===== src/rtl/uart_rx_if.sv =====
// rtl/uart_rx_if.sv - receive-side handshake and status bundle for uart_rx
// master is the receiver, slave is the byte consumer.
interface uart_rx_if #(
  parameter int FIFO_DEPTH = 16
);
  logic [7:0]                    data_o;
  logic                          valid_o;
  logic                          ready_i;
  logic [$clog2(FIFO_DEPTH):0]   level_o;
  logic                          frame_err_o;
  logic                          overrun_o;

  modport master (
    output data_o, valid_o, level_o, frame_err_o, overrun_o,
    input  ready_i
  );

  modport slave (
    input  data_o, valid_o, level_o, frame_err_o, overrun_o,
    output ready_i
  );
endinterface


===== src/rtl/uart_rx.sv =====
// rtl/uart_rx.sv - 8N1 UART receiver with 16x oversampling and receive storage
// UART_RX_FIFO_EN selects a FIFO_DEPTH-entry FIFO; otherwise a single holding register.
module uart_rx #(
  parameter int FREQ_HZ    = 16000000,
  parameter int BAUDS      = 115200,
  parameter int FIFO_DEPTH = 16
) (
  input  logic      clk,
  input  logic      reset_ni,
  input  logic      rx_i,
  uart_rx_if.master bus
);
  localparam int DIV = (FREQ_HZ + 8 * BAUDS) / (16 * BAUDS);
  localparam int DW  = (DIV > 1) ? $clog2(DIV) : 1;
  localparam int AW  = $clog2(FIFO_DEPTH);
  localparam int LW  = AW + 1;

  localparam logic [1:0] IDLE  = 2'd0;
  localparam logic [1:0] START = 2'd1;
  localparam logic [1:0] DATA  = 2'd2;
  localparam logic [1:0] STOP  = 2'd3;

  logic          sync1, sync2, line_prev;
  logic [1:0]    warm;
  logic [DW-1:0] div_cnt;
  logic [1:0]    state;
  logic [3:0]    tick_cnt;
  logic [2:0]    bit_cnt;
  logic [1:0]    samp;
  logic [7:0]    shreg;
  logic          tick, start_edge, decide, bit_end, majority;
  logic          push_req, push, pop, full, valid;
  logic [LW-1:0] level;
  logic [7:0]    head;

  // line_prev only follows the line once the synchronizer holds real samples,
  // so a line that is low at reset release is not mistaken for a start edge.
  always_ff @(posedge clk or negedge reset_ni) begin
    if (!reset_ni) begin
      sync1     <= 1'b1;
      sync2     <= 1'b1;
      warm      <= 2'b00;
      line_prev <= 1'b0;
    end else begin
      sync1     <= rx_i;
      sync2     <= sync1;
      warm      <= {warm[0], 1'b1};
      line_prev <= warm[1] & sync2;
    end
  end

  assign start_edge = (state == IDLE) && line_prev && !sync2;
  assign tick       = (div_cnt == DW'(DIV - 1));
  assign decide     = tick && (tick_cnt == 4'd9);
  assign bit_end    = tick && (tick_cnt == 4'd15);
  assign majority   = (samp[0] & samp[1]) | (samp[0] & sync2) | (samp[1] & sync2);

  always_ff @(posedge clk or negedge reset_ni) begin
    if (!reset_ni)
      div_cnt <= '0;
    else if (start_edge || tick)
      div_cnt <= '0;
    else
      div_cnt <= div_cnt + DW'(1);
  end

  always_ff @(posedge clk or negedge reset_ni) begin
    if (!reset_ni) begin
      state    <= IDLE;
      tick_cnt <= 4'd0;
      bit_cnt  <= 3'd0;
      samp     <= 2'b00;
      shreg    <= 8'h00;
    end else if (state == IDLE) begin
      tick_cnt <= 4'd0;
      bit_cnt  <= 3'd0;
      if (start_edge)
        state <= START;
    end else begin
      if (tick) begin
        tick_cnt <= tick_cnt + 4'd1;
        if (tick_cnt == 4'd7) samp[0] <= sync2;
        if (tick_cnt == 4'd8) samp[1] <= sync2;
      end
      if (state == START) begin
        if (decide && majority)
          state <= IDLE;
        else if (bit_end)
          state <= DATA;
      end else if (state == DATA) begin
        if (decide)
          shreg <= {majority, shreg[7:1]};
        if (bit_end) begin
          bit_cnt <= bit_cnt + 3'd1;
          if (bit_cnt == 3'd7)
            state <= STOP;
        end
      end else if (decide) begin
        state <= IDLE;
      end
    end
  end

  assign push_req = (state == STOP) && decide && majority;
  assign pop      = valid && bus.ready_i;
  assign push     = push_req && (!full || pop);

`ifdef UART_RX_FIFO_EN
  logic [7:0]    mem [FIFO_DEPTH];
  logic [AW-1:0] wr_ptr, rd_ptr;

  always_ff @(posedge clk) begin
    if (push)
      mem[wr_ptr] <= shreg;
  end

  always_ff @(posedge clk or negedge reset_ni) begin
    if (!reset_ni) begin
      wr_ptr <= '0;
      rd_ptr <= '0;
      level  <= '0;
    end else begin
      if (push) wr_ptr <= wr_ptr + AW'(1);
      if (pop)  rd_ptr <= rd_ptr + AW'(1);
      if (push && !pop)
        level <= level + LW'(1);
      else if (pop && !push)
        level <= level - LW'(1);
    end
  end

  assign full  = (level == LW'(FIFO_DEPTH));
  assign valid = (level != '0);
  assign head  = valid ? mem[rd_ptr] : 8'h00;
`else
  logic [7:0] hold;
  logic       held;

  always_ff @(posedge clk or negedge reset_ni) begin
    if (!reset_ni) begin
      hold <= 8'h00;
      held <= 1'b0;
    end else if (push) begin
      hold <= shreg;
      held <= 1'b1;
    end else if (pop) begin
      held <= 1'b0;
    end
  end

  assign full  = held;
  assign valid = held;
  assign level = {{AW{1'b0}}, held};
  assign head  = held ? hold : 8'h00;
`endif

  assign bus.data_o      = head;
  assign bus.valid_o     = valid;
  assign bus.level_o     = level;
  assign bus.frame_err_o = (state == STOP) && decide && !majority;
  assign bus.overrun_o   = push_req && full && !pop;
endmodule


===== src/flat_wrapper.sv =====
// flat-port wrapper written by rule: the top's interface ports become plain ports
module uart_rx_flat 
#(
  parameter int FREQ_HZ    = 16000000,
  parameter int BAUDS      = 115200,
  parameter int FIFO_DEPTH = 16
)
  (clk, reset_ni, rx_i, bus_data_o, bus_valid_o, bus_level_o, bus_frame_err_o, bus_overrun_o, bus_ready_i);
  uart_rx_if #(.FIFO_DEPTH(FIFO_DEPTH)) bus_i ();
  input  logic clk;
  input  logic reset_ni;
  input  logic rx_i;
  output wire logic [$bits(bus_i.data_o)-1:0] bus_data_o;
  output wire logic [$bits(bus_i.valid_o)-1:0] bus_valid_o;
  output wire logic [$bits(bus_i.level_o)-1:0] bus_level_o;
  output wire logic [$bits(bus_i.frame_err_o)-1:0] bus_frame_err_o;
  output wire logic [$bits(bus_i.overrun_o)-1:0] bus_overrun_o;
  input wire logic [$bits(bus_i.ready_i)-1:0] bus_ready_i;
  assign bus_data_o = bus_i.data_o;
  assign bus_valid_o = bus_i.valid_o;
  assign bus_level_o = bus_i.level_o;
  assign bus_frame_err_o = bus_i.frame_err_o;
  assign bus_overrun_o = bus_i.overrun_o;
  assign bus_i.ready_i = bus_ready_i;
  uart_rx #(.FREQ_HZ(FREQ_HZ), .BAUDS(BAUDS), .FIFO_DEPTH(FIFO_DEPTH)) u_core (.clk(clk), .reset_ni(reset_ni), .rx_i(rx_i), .bus(bus_i));
endmodule

===== config.mk =====
export PLATFORM = sky130hd
export DESIGN_NAME = uart_rx_flat
export DESIGN_NICKNAME = d
export VERILOG_FILES = /design/src/rtl/uart_rx_if.sv /design/src/rtl/uart_rx.sv /design/src/flat_wrapper.sv
export SDC_FILE = /design/constraint.sdc
export NUM_CORES = 1
export LEC_CHECK = 0
export ABC_AREA = 0
export CORE_MARGIN = 2
export CORE_UTILIZATION = 60
export DETAILED_ROUTE_END_ITERATION = 12
export PLACE_DENSITY = 0.83
export SLEW_MARGIN = 10
export SYNTH_ARGS = -nofsm -noshare
export SYNTH_HDL_FRONTEND = slang
export SYNTH_SLANG_ARGS = --single-unit

===== constraint.sdc =====
create_clock -name clk -period 2.98 [get_ports clk]
set_input_delay 0.298 -clock clk [delete_from_list [all_inputs] [get_ports clk]]
set_output_delay 0.298 -clock clk [all_outputs]
set_load 0.01 [all_outputs]

==> results of run 1 <==
==> synthesized netlist by cell type, drive strengths merged (2+ instances only) <==
cell	number
a21oi	3
a31oi	2
and2	10
and3b	2
buf	9
conb	2
dfrtp	35
dfstp	2
ha	11
inv	9
mux2	18
nand2	4
nand2b	3
nand3	7
nand4	3
nor2	16
o21ai	5
xnor2	2
xor2	3
==> metrics by stage <==
stage | hold slack [ns] | util (%) | total power [uW] | cell area [sq um] | std cells
after detailed placement | 0.347 | 67.0 | 1050 | 2010 | 204
after global placement | 0.333 | 67.0 | 1020 | 2010 | 204
after global routing | 0.322 | 70.4 | 1580 | 2110 | 212
after floorplan | 0.00241 | - | 954 | 1890 | 164
after CTS | 0.318 | 70.4 | 1480 | 2110 | 212
final | 0.341 | 70.4 | 1470 | 2110 | 212
==> per-layer routing <==
layer  wire length [microns]  share of wire (%)
met4                      58                1.9
met5                       0                  0
met1                    1290                 43
met3                     150                5.0
met2                    1520                 50
==> power by group <==
part           internal, uW  switching, uW  leakage, uW
Combinational           163            243     0.000488
Sequential              568           69.9     0.000492
Clock                   260            168    0.0000552
==> sequential cells by signal, indices dropped and copies added (netlist names), named ones only <==
signal,flops
u_core.samp,2
u_core.sync1,1
u_core.sync2,1
u_core.div_cnt,4
u_core.hold,8
u_core.line_prev,1
u_core.bit_cnt,3
u_core.state,1
u_core.shreg,8
u_core.bus.valid_o,1
u_core.warm,2
u_core.tick_cnt,4
==> worst max-delay path: stages (launching register included) <==
cell and delay [ns]:
sky130_fd_sc_hd__dfrtp_1 0.42, sky130_fd_sc_hd__inv_1 0.12, sky130_fd_sc_hd__ha_1 0.15, sky130_fd_sc_hd__and3b_1 0.32
sky130_fd_sc_hd__nand4_2 0.19, sky130_fd_sc_hd__nor2_1 0.15, sky130_fd_sc_hd__clkdlybuf4s50_1 0.54
==> path summary, 6_finish.rpt <==
| path | end | slack (ns) | startpoint | cells past startpoint |
|---|---|---|---|---|
| setup / recovery | bus_overrun_o | 0.45 | u_core.tick_cnt[1]$_DFFE_PN0P_ | 6 |
| hold / removal | u_core.sync1$_DFF_PN1_ | 0.34 | rx_i | 1 |
| setup reg to reg | u_core.hold[3]$_DFFE_PN0P_ | 0.85 | u_core.tick_cnt[1]$_DFFE_PN0P_ | 6 |
| hold reg to reg | u_core.sync2$_DFF_PN1_ | 0.36 | u_core.sync1$_DFF_PN1_ | 0 |
| max in group asynchronous | u_core.sync1$_DFF_PN1_ | 2.29 | reset_ni | 2 |
| min in group asynchronous | u_core.bit_cnt[1]$_DFFE_PN0P_ | 0.35 | reset_ni | 2 |
==> cell families (layout without fill, tap and decap cells) <==
| kind of cell | after synthesis | in the layout | share of synthesized area, % |
|---|---|---|---|
| compound gates | 17 | 17 | 6.14 |
| xor+xnor | 5 | 5 | 2.34 |
| fa+ha+maj | 12 | 12 | 7.94 |
| buf+inv | 19 | 34 | 6.20 |
| flops | 37 | 37 | 49.5 |
| mux | 18 | 18 | 12.4 |
| other cells | 2 | 5 | 0.400 |
| simple gates | 51 | 51 | 15.1 |
==> area by class of cell <==
type | count | area [sq um] | area share, %
sequential | 37 | 928 | 43.9
multi-input combinational | 108 | 842 | 39.8
timing repair buffer | 17 | 165 | 7.82
clock inverter | 3 | 65.1 | 3.08
tap | 33 | 41.3 | 1.95
clock buffer | 5 | 37.5 | 1.78
inverter | 9 | 33.8 | 1.60
==> summary.txt, run 1 <==
STA
  • Minimum clock period: 2.53 ns
  • Final number of setup-violating endpoints: 0
  • Final-layout setup total negative slack: 0 ns
  • Final hold violation count: 0
  • Maximum operating frequency: 395 MHz
  • Final Max Slew Viols: 0
  • Worst Setup Slack, final: 0.451 ns
  • Setup repair after global routing missed its margin: no
  • Period utilisation layout: 84.9%
  • Worst clock skew: 0.00277 ns
  • Actual slew at the worst max-slew pin: 0.561 ns
  • Worst slew margin relative to its limit: between 60% and 70%

Logic synthesis
  • Fraction of synthesized cell area taken by the top area cell type: 46.7%
  • Synthesized flop and latch total: 37
  • Main area contributors after synthesis: sky130_fd_sc_hd__dfrtp_1 (47%), sky130_fd_sc_hd__ha_1 (7.3%), sky130_fd_sc_hd__mux2_4 (6.4%)
  • Instance count of the mapped netlist: between 150 and 200
  • Synthesis warning total: 0
  • Mean post-synth cell area: about 12 sq um
  • Post-synthesis sequential area ratio: 49.5%
  • Synth Cell Area: 1880 sq um
  • Share of synthesized registers carrying an async set or reset: 100%
  • Cell variety after synth: 38
  • Area leader, netlist: sky130_fd_sc_hd__dfrtp_1
  • Count of flip-flops with a built-in enable after synthesis: 0
  • Leading register cell type out of synthesis: sky130_fd_sc_hd__dfrtp_1

Global route
  • Routing usage on met2: between 30% and 40%
  • Number of antenna violations at the first check in global routing: 0
  • Wire length of the first global-routing pass: about 5100 microns
  • Met3 usage in global routing: 8.23%
  • GRT Residual Overflow: 0
  • Met1 global-route usage: 22.9%
  • Busiest layer in global routing: met2
  • GRT Total Usage: 20.1%
  • Number of global-route vias before repair: roughly 1200
  • Pin count of the biggest net entering global routing: 38

Die
  • Standard-cell rows: 20
  • Die footprint: about 3600 sq um
  • Die extent in y: 59.9 microns
  • Starting utilization of the core area: 62.5%
  • DIE WIDTH: 59.9 microns
  • Number of top-level design ports: 20
  • Core Region: between 3000 and 4000 sq um

Flow run
  • Max-capacitance violation count: 0

Route
  • DRC viols: 0
  • Mean routed wirelength per cell: 14.3 microns
  • Count of nets left with antenna violations after detail routing: 0
  • Number of DRC violations after detailed-routing iteration 0: 22
  • Via total after detailed routing: 1203
  • Via-to-Cell Ratio: between 5 and 6
  • Routed WL: 3020 microns
  • Detailed-router iteration count before antenna repair: 4

Worst setup path
  • Crit path launch type: flip-flop
  • Crit Path Class: flip-flop to output port
  • Required time worst endpoint: 2.68 ns
  • CP Capture Type: output port
  • Data arrival time at the worst-slack endpoint: 2.23 ns
  • Critical path peak fanout: 7

Power
  • Power Density: 697 nW/um^2
  • Leakage power figure: 0.00103 uW
  • Maximum ir drop on the vdd rail: 506 uV

Clock tree
  • Total CTS buffers: 5
  • Clock tree from TritonCTS: yes
  • Post-CTS clock slew at the launch and capture registers of the worst setup and hold paths: 0.11 ns
  • Buffer count from post-CTS setup fixing: 0
  • Clock insertion delay at the later pin of the skew report: 0.35 ns
  • Clock Sinks: 37
  • Maximum root-to-sink buffer count: 2
  • Buffer cell driving the clock tree root: sky130_fd_sc_hd__clkbuf_4
  • Number of levels in the clock H-tree: 2
  • Post-cts sizing count: 0
  • Hold buffers post-CTS: 0

Run status
  • Result of the run: complete, no violations

Final layout
  • Nets@finish: 193
  • Commonest cells after routing, fill and taps aside: sky130_fd_sc_hd__dfrtp_1 (35), sky130_fd_sc_hd__nor2_1 (16), sky130_fd_sc_hd__clkdlybuf4s50_1 (15), sky130_fd_sc_hd__ha_1 (11)
  • Area added between synthesis and finish: 12.7%
  • Share of layout cells above drive strength 1: 19.0%
  • Antenna cell count: 0
  • Filler cell count in the final layout: 216
  • Leading cell type in the layout, fill and taps excluded: sky130_fd_sc_hd__dfrtp_1

Hold path
  • Type of the most critical hold path: primary input to flip-flop

Placed design
  • Total of buffers placed on input and output ports: 15
  • Worst Setup Slack post-DPL: 0.861 ns
  • Global placer's final weighted congestion: 0.793
  • Estimated wirelength of the detail-placed design: 2180 microns
Power figures use the tool's default switching activity.
==> run 2, diff against run 1 <==
--- a/config.mk
+++ b/config.mk
@@ -7,9 +7,9 @@
 export LEC_CHECK = 0
 export ABC_AREA = 0
 export CORE_MARGIN = 2
-export CORE_UTILIZATION = 60
+export CORE_UTILIZATION = 55
 export DETAILED_ROUTE_END_ITERATION = 12
-export PLACE_DENSITY = 0.83
+export PLACE_DENSITY = 0.77
 export SLEW_MARGIN = 10
 export SYNTH_ARGS = -nofsm -noshare
 export SYNTH_HDL_FRONTEND = slang
==> constraint.sdc (replaced) <==
create_clock -name clk -period 2.35 [get_ports clk]
set_input_delay 0.235 -clock clk [delete_from_list [all_inputs] [get_ports clk]]
set_output_delay 0.235 -clock clk [all_outputs]
set_load 0.01 [all_outputs]
==> summary.txt, run 2 (same netlist as run 1, synthesis figures left out) <==
Run status
  • Result of the run: complete, no violations

Clock tree
  • Maximum root-to-sink buffer count: 2
  • Number of levels in the clock H-tree: 2
  • Post-CTS clock slew at the launch and capture registers of the worst setup and hold paths: 0.11 ns
  • Hold buffers post-CTS: 0
  • Buffer cell driving the clock tree root: sky130_fd_sc_hd__clkbuf_4
  • Clock insertion delay at the later pin of the skew report: 0.35 ns
  • Clock Sinks: 37
  • Total CTS buffers: 5
  • Clock tree from TritonCTS: yes

Worst setup path
  • Ordered list of cells on the worst path: inv_1, ha_1, nand2b_1, nor2_1, nand3_2, mux2_2
  • Critical path peak fanout: 14
  • Slack of the worst reg-to-reg path: ~0.3 ns
  • Crit Path Class: flip-flop to flip-flop
  • Capturing point of the worst reg2reg path: u_core.shreg[1]$_DFFE_PN0P_
  • CP Capture Type: flip-flop
  • Cell class contributing the biggest share of worst-path delay: simple AND/OR/NAND/NOR gates
  • Buffers plus inverters on the worst setup path: 1
  • CP max stage cell: sky130_fd_sc_hd__dfrtp_1
  • Worst stage delay on the critical path: 0.49 ns
  • Data arrival time at the worst-slack endpoint: 2.29 ns
  • Crit path launch type: flip-flop
  • Depth of the most critical reg-to-reg path: 6
  • FF-to-FF Start: u_core.state[0]$_DFFE_PN0P_
  • Required time worst endpoint: 2.59 ns

Route
  • Mean routed wirelength per cell: between 10 and 15 microns
  • Via-to-Cell Ratio: 5.30
  • Detailed-router iteration count before antenna repair: 4
  • DRC viols: 0
  • Routed WL: between 3000 and 4000 microns
  • Via total after detailed routing: 1208
  • Count of nets left with antenna violations after detail routing: 0
  • Number of DRC violations after detailed-routing iteration 0: 86

Power
  • Part of the total power dissipated in sequential elements: 48.1%
  • Maximum ir drop on the vdd rail: between 400 and 500 uV
  • Leakage power figure: 0.00106 uW
  • Switching power summed over all nets: roughly 600 uW
  • Switching portion of total power: between 30% and 40%
  • Combinational Power Share: 30.8%
  • Clock network fraction of total power: 21.1%
  • Power Density: about 800 nW/um^2
  • Total internal power: 1080 uW

Final layout
  • Commonest cells after routing, fill and taps aside: sky130_fd_sc_hd__dfrtp_1 (35), sky130_fd_sc_hd__nor2_1 (16), sky130_fd_sc_hd__clkdlybuf4s50_1 (13), sky130_fd_sc_hd__ha_1 (11)
  • Nets@finish: 196
  • Share of layout cells above drive strength 1: 20.9%
  • Antenna cell count: 0
  • Largest registers ranked by flip-flop count: u_core.hold (8), u_core.shreg (8)
  • Area added between synthesis and finish: 13.0%
  • Utilization after layout: 64.0%
  • Leading cell type in the layout, fill and taps excluded: sky130_fd_sc_hd__dfrtp_1

STA
  • Setup repair after global routing missed its margin: no
  • Final number of setup-violating endpoints: 0
  • Maximum operating frequency: 489 MHz
  • Final-layout setup total negative slack: 0 ns
  • Minimum clock period: 2.05 ns
  • Final hold violation count: 0
  • Worst clock skew: 0.0119 ns
  • Period utilisation layout: roughly 87%
  • Worst hold slack: approximately 0.29 ns
  • Final Max Slew Viols: 0

Die
  • Number of top-level design ports: 20
  • DIE WIDTH: between 60 and 70 microns
  • Core Region: 3310 sq um
  • Die footprint: 3890 sq um
  • Die extent in y: 62.4 microns
  • Standard-cell rows: 21
  • Starting utilization of the core area: 56.7%

Global route
  • Number of antenna violations at the first check in global routing: 0
  • GRT Total Usage: between 10% and 20%
  • GRT Residual Overflow: 0
  • Wire length of the first global-routing pass: 5550 microns
  • Number of global-route vias before repair: 1195
  • Pin count of the biggest net entering global routing: 38

Placed design
  • Global placer's final weighted congestion: 0.845
  • Estimated wirelength of the detail-placed design: approximately 2300 microns
  • Total of buffers placed on input and output ports: 15

Hold path
  • Type of the most critical hold path: primary input to async pin

Flow run
  • Max-capacitance violation count: 0
-- run 2: cell types whose count changed in the layout (fill, tap and decap cells not counted), moves of 2 or more --
cell	previous run	this run
sky130_fd_sc_hd__and3b_1	2	0
sky130_fd_sc_hd__and3b_2	0	2
sky130_fd_sc_hd__buf_4	2	5
sky130_fd_sc_hd__bufinv_16	2	0
sky130_fd_sc_hd__clkdlybuf4s50_1	15	13
sky130_fd_sc_hd__dlymetal6s2s_1	0	2
-- run 2: cell type report --
class / instances / area [sq um]
Clock buffer: 7 / 55.1
Clock inverter: 1 / 7.51
Fill cell: 265 / 1190
Inverter: 9 / 33.8
Multi-Input combinational cell: 108 / 845
Sequential cell: 37 / 928
Tap cell: 46 / 57.6
Timing Repair Buffer: 20 / 193
-- run 2: how the worst max path moves through the flow --
| stage | slack (ns) | to | cells after the start | start |
|---|---|---|---|---|
| after floorplan | 0.66 | u_core.hold[0]$_DFFE_PN0P_ | 8 | u_core.tick_cnt[1]$_DFFE_PN0P_ |
| after global placement | 0.38 | bus_overrun_o | 6 | u_core.tick_cnt[1]$_DFFE_PN0P_ |
| after detailed placement | 0.33 | u_core.shreg[4]$_DFFE_PN0P_ | 6 | u_core.state[0]$_DFFE_PN0P_ |
| after CTS | 0.01 | bus_overrun_o | 6 | u_core.div_cnt[0]$_DFF_PN0_ |
| after global routing | 0.15 | flip-flop | 6 | u_core.state[0]$_DFFE_PN0P_ |
| final | 0.30 | u_core.shreg[1]$_DFFE_PN0P_ | 6 | u_core.state[0]$_DFFE_PN0P_ |
-- run 2: per-stage QoR --
stage / std cells / setup WS (ns) / power, uW / instance area, sq um
floorplan: 164 / 0.664 / 1210 / 1890
global placement: 218 / 0.383 / 1290 / 2030
detailed placement: 218 / 0.327 / 1340 / 2030
CTS: 228 / 0.0111 / 1690 / 2110
global route: 228 / 0.153 / 1810 / 2120
finish: 228 / 0.304 / 1680 / 2120
-- run 2: per-layer routing --
metal / GRT usage, % / wire (microns) / vias up
li1: - / - / 576
met3: 6.13 / 128 / 5
met2: 29.8 / 1580 / 23
met5: 0 / 0 / -
met4: 6.11 / 49 / 0
met1: 23.5 / 1480 / 604
-- run 2: power by group through the flow --
stage          Combinational, uW  Sequential [uW]  Clock, uW
2_1_floorplan                414              797          0
3_3_place_gp                 484              809          0
3_5_place_dp                 517              819          0
4_1_cts                      519              807        366
5_1_grt                      599              819        398
6_report                     517              807        355
-- run 2: what timing repair did --
| item | CTS | global route |
|---|---|---|
| cloned | 0 | 0 |
| pin swaps | 0 | 0 |
| setup buffers | 2 | 0 |
| resized for setup | 1 | 3 |
| endpoints found under the setup margin | 1 | 2 |
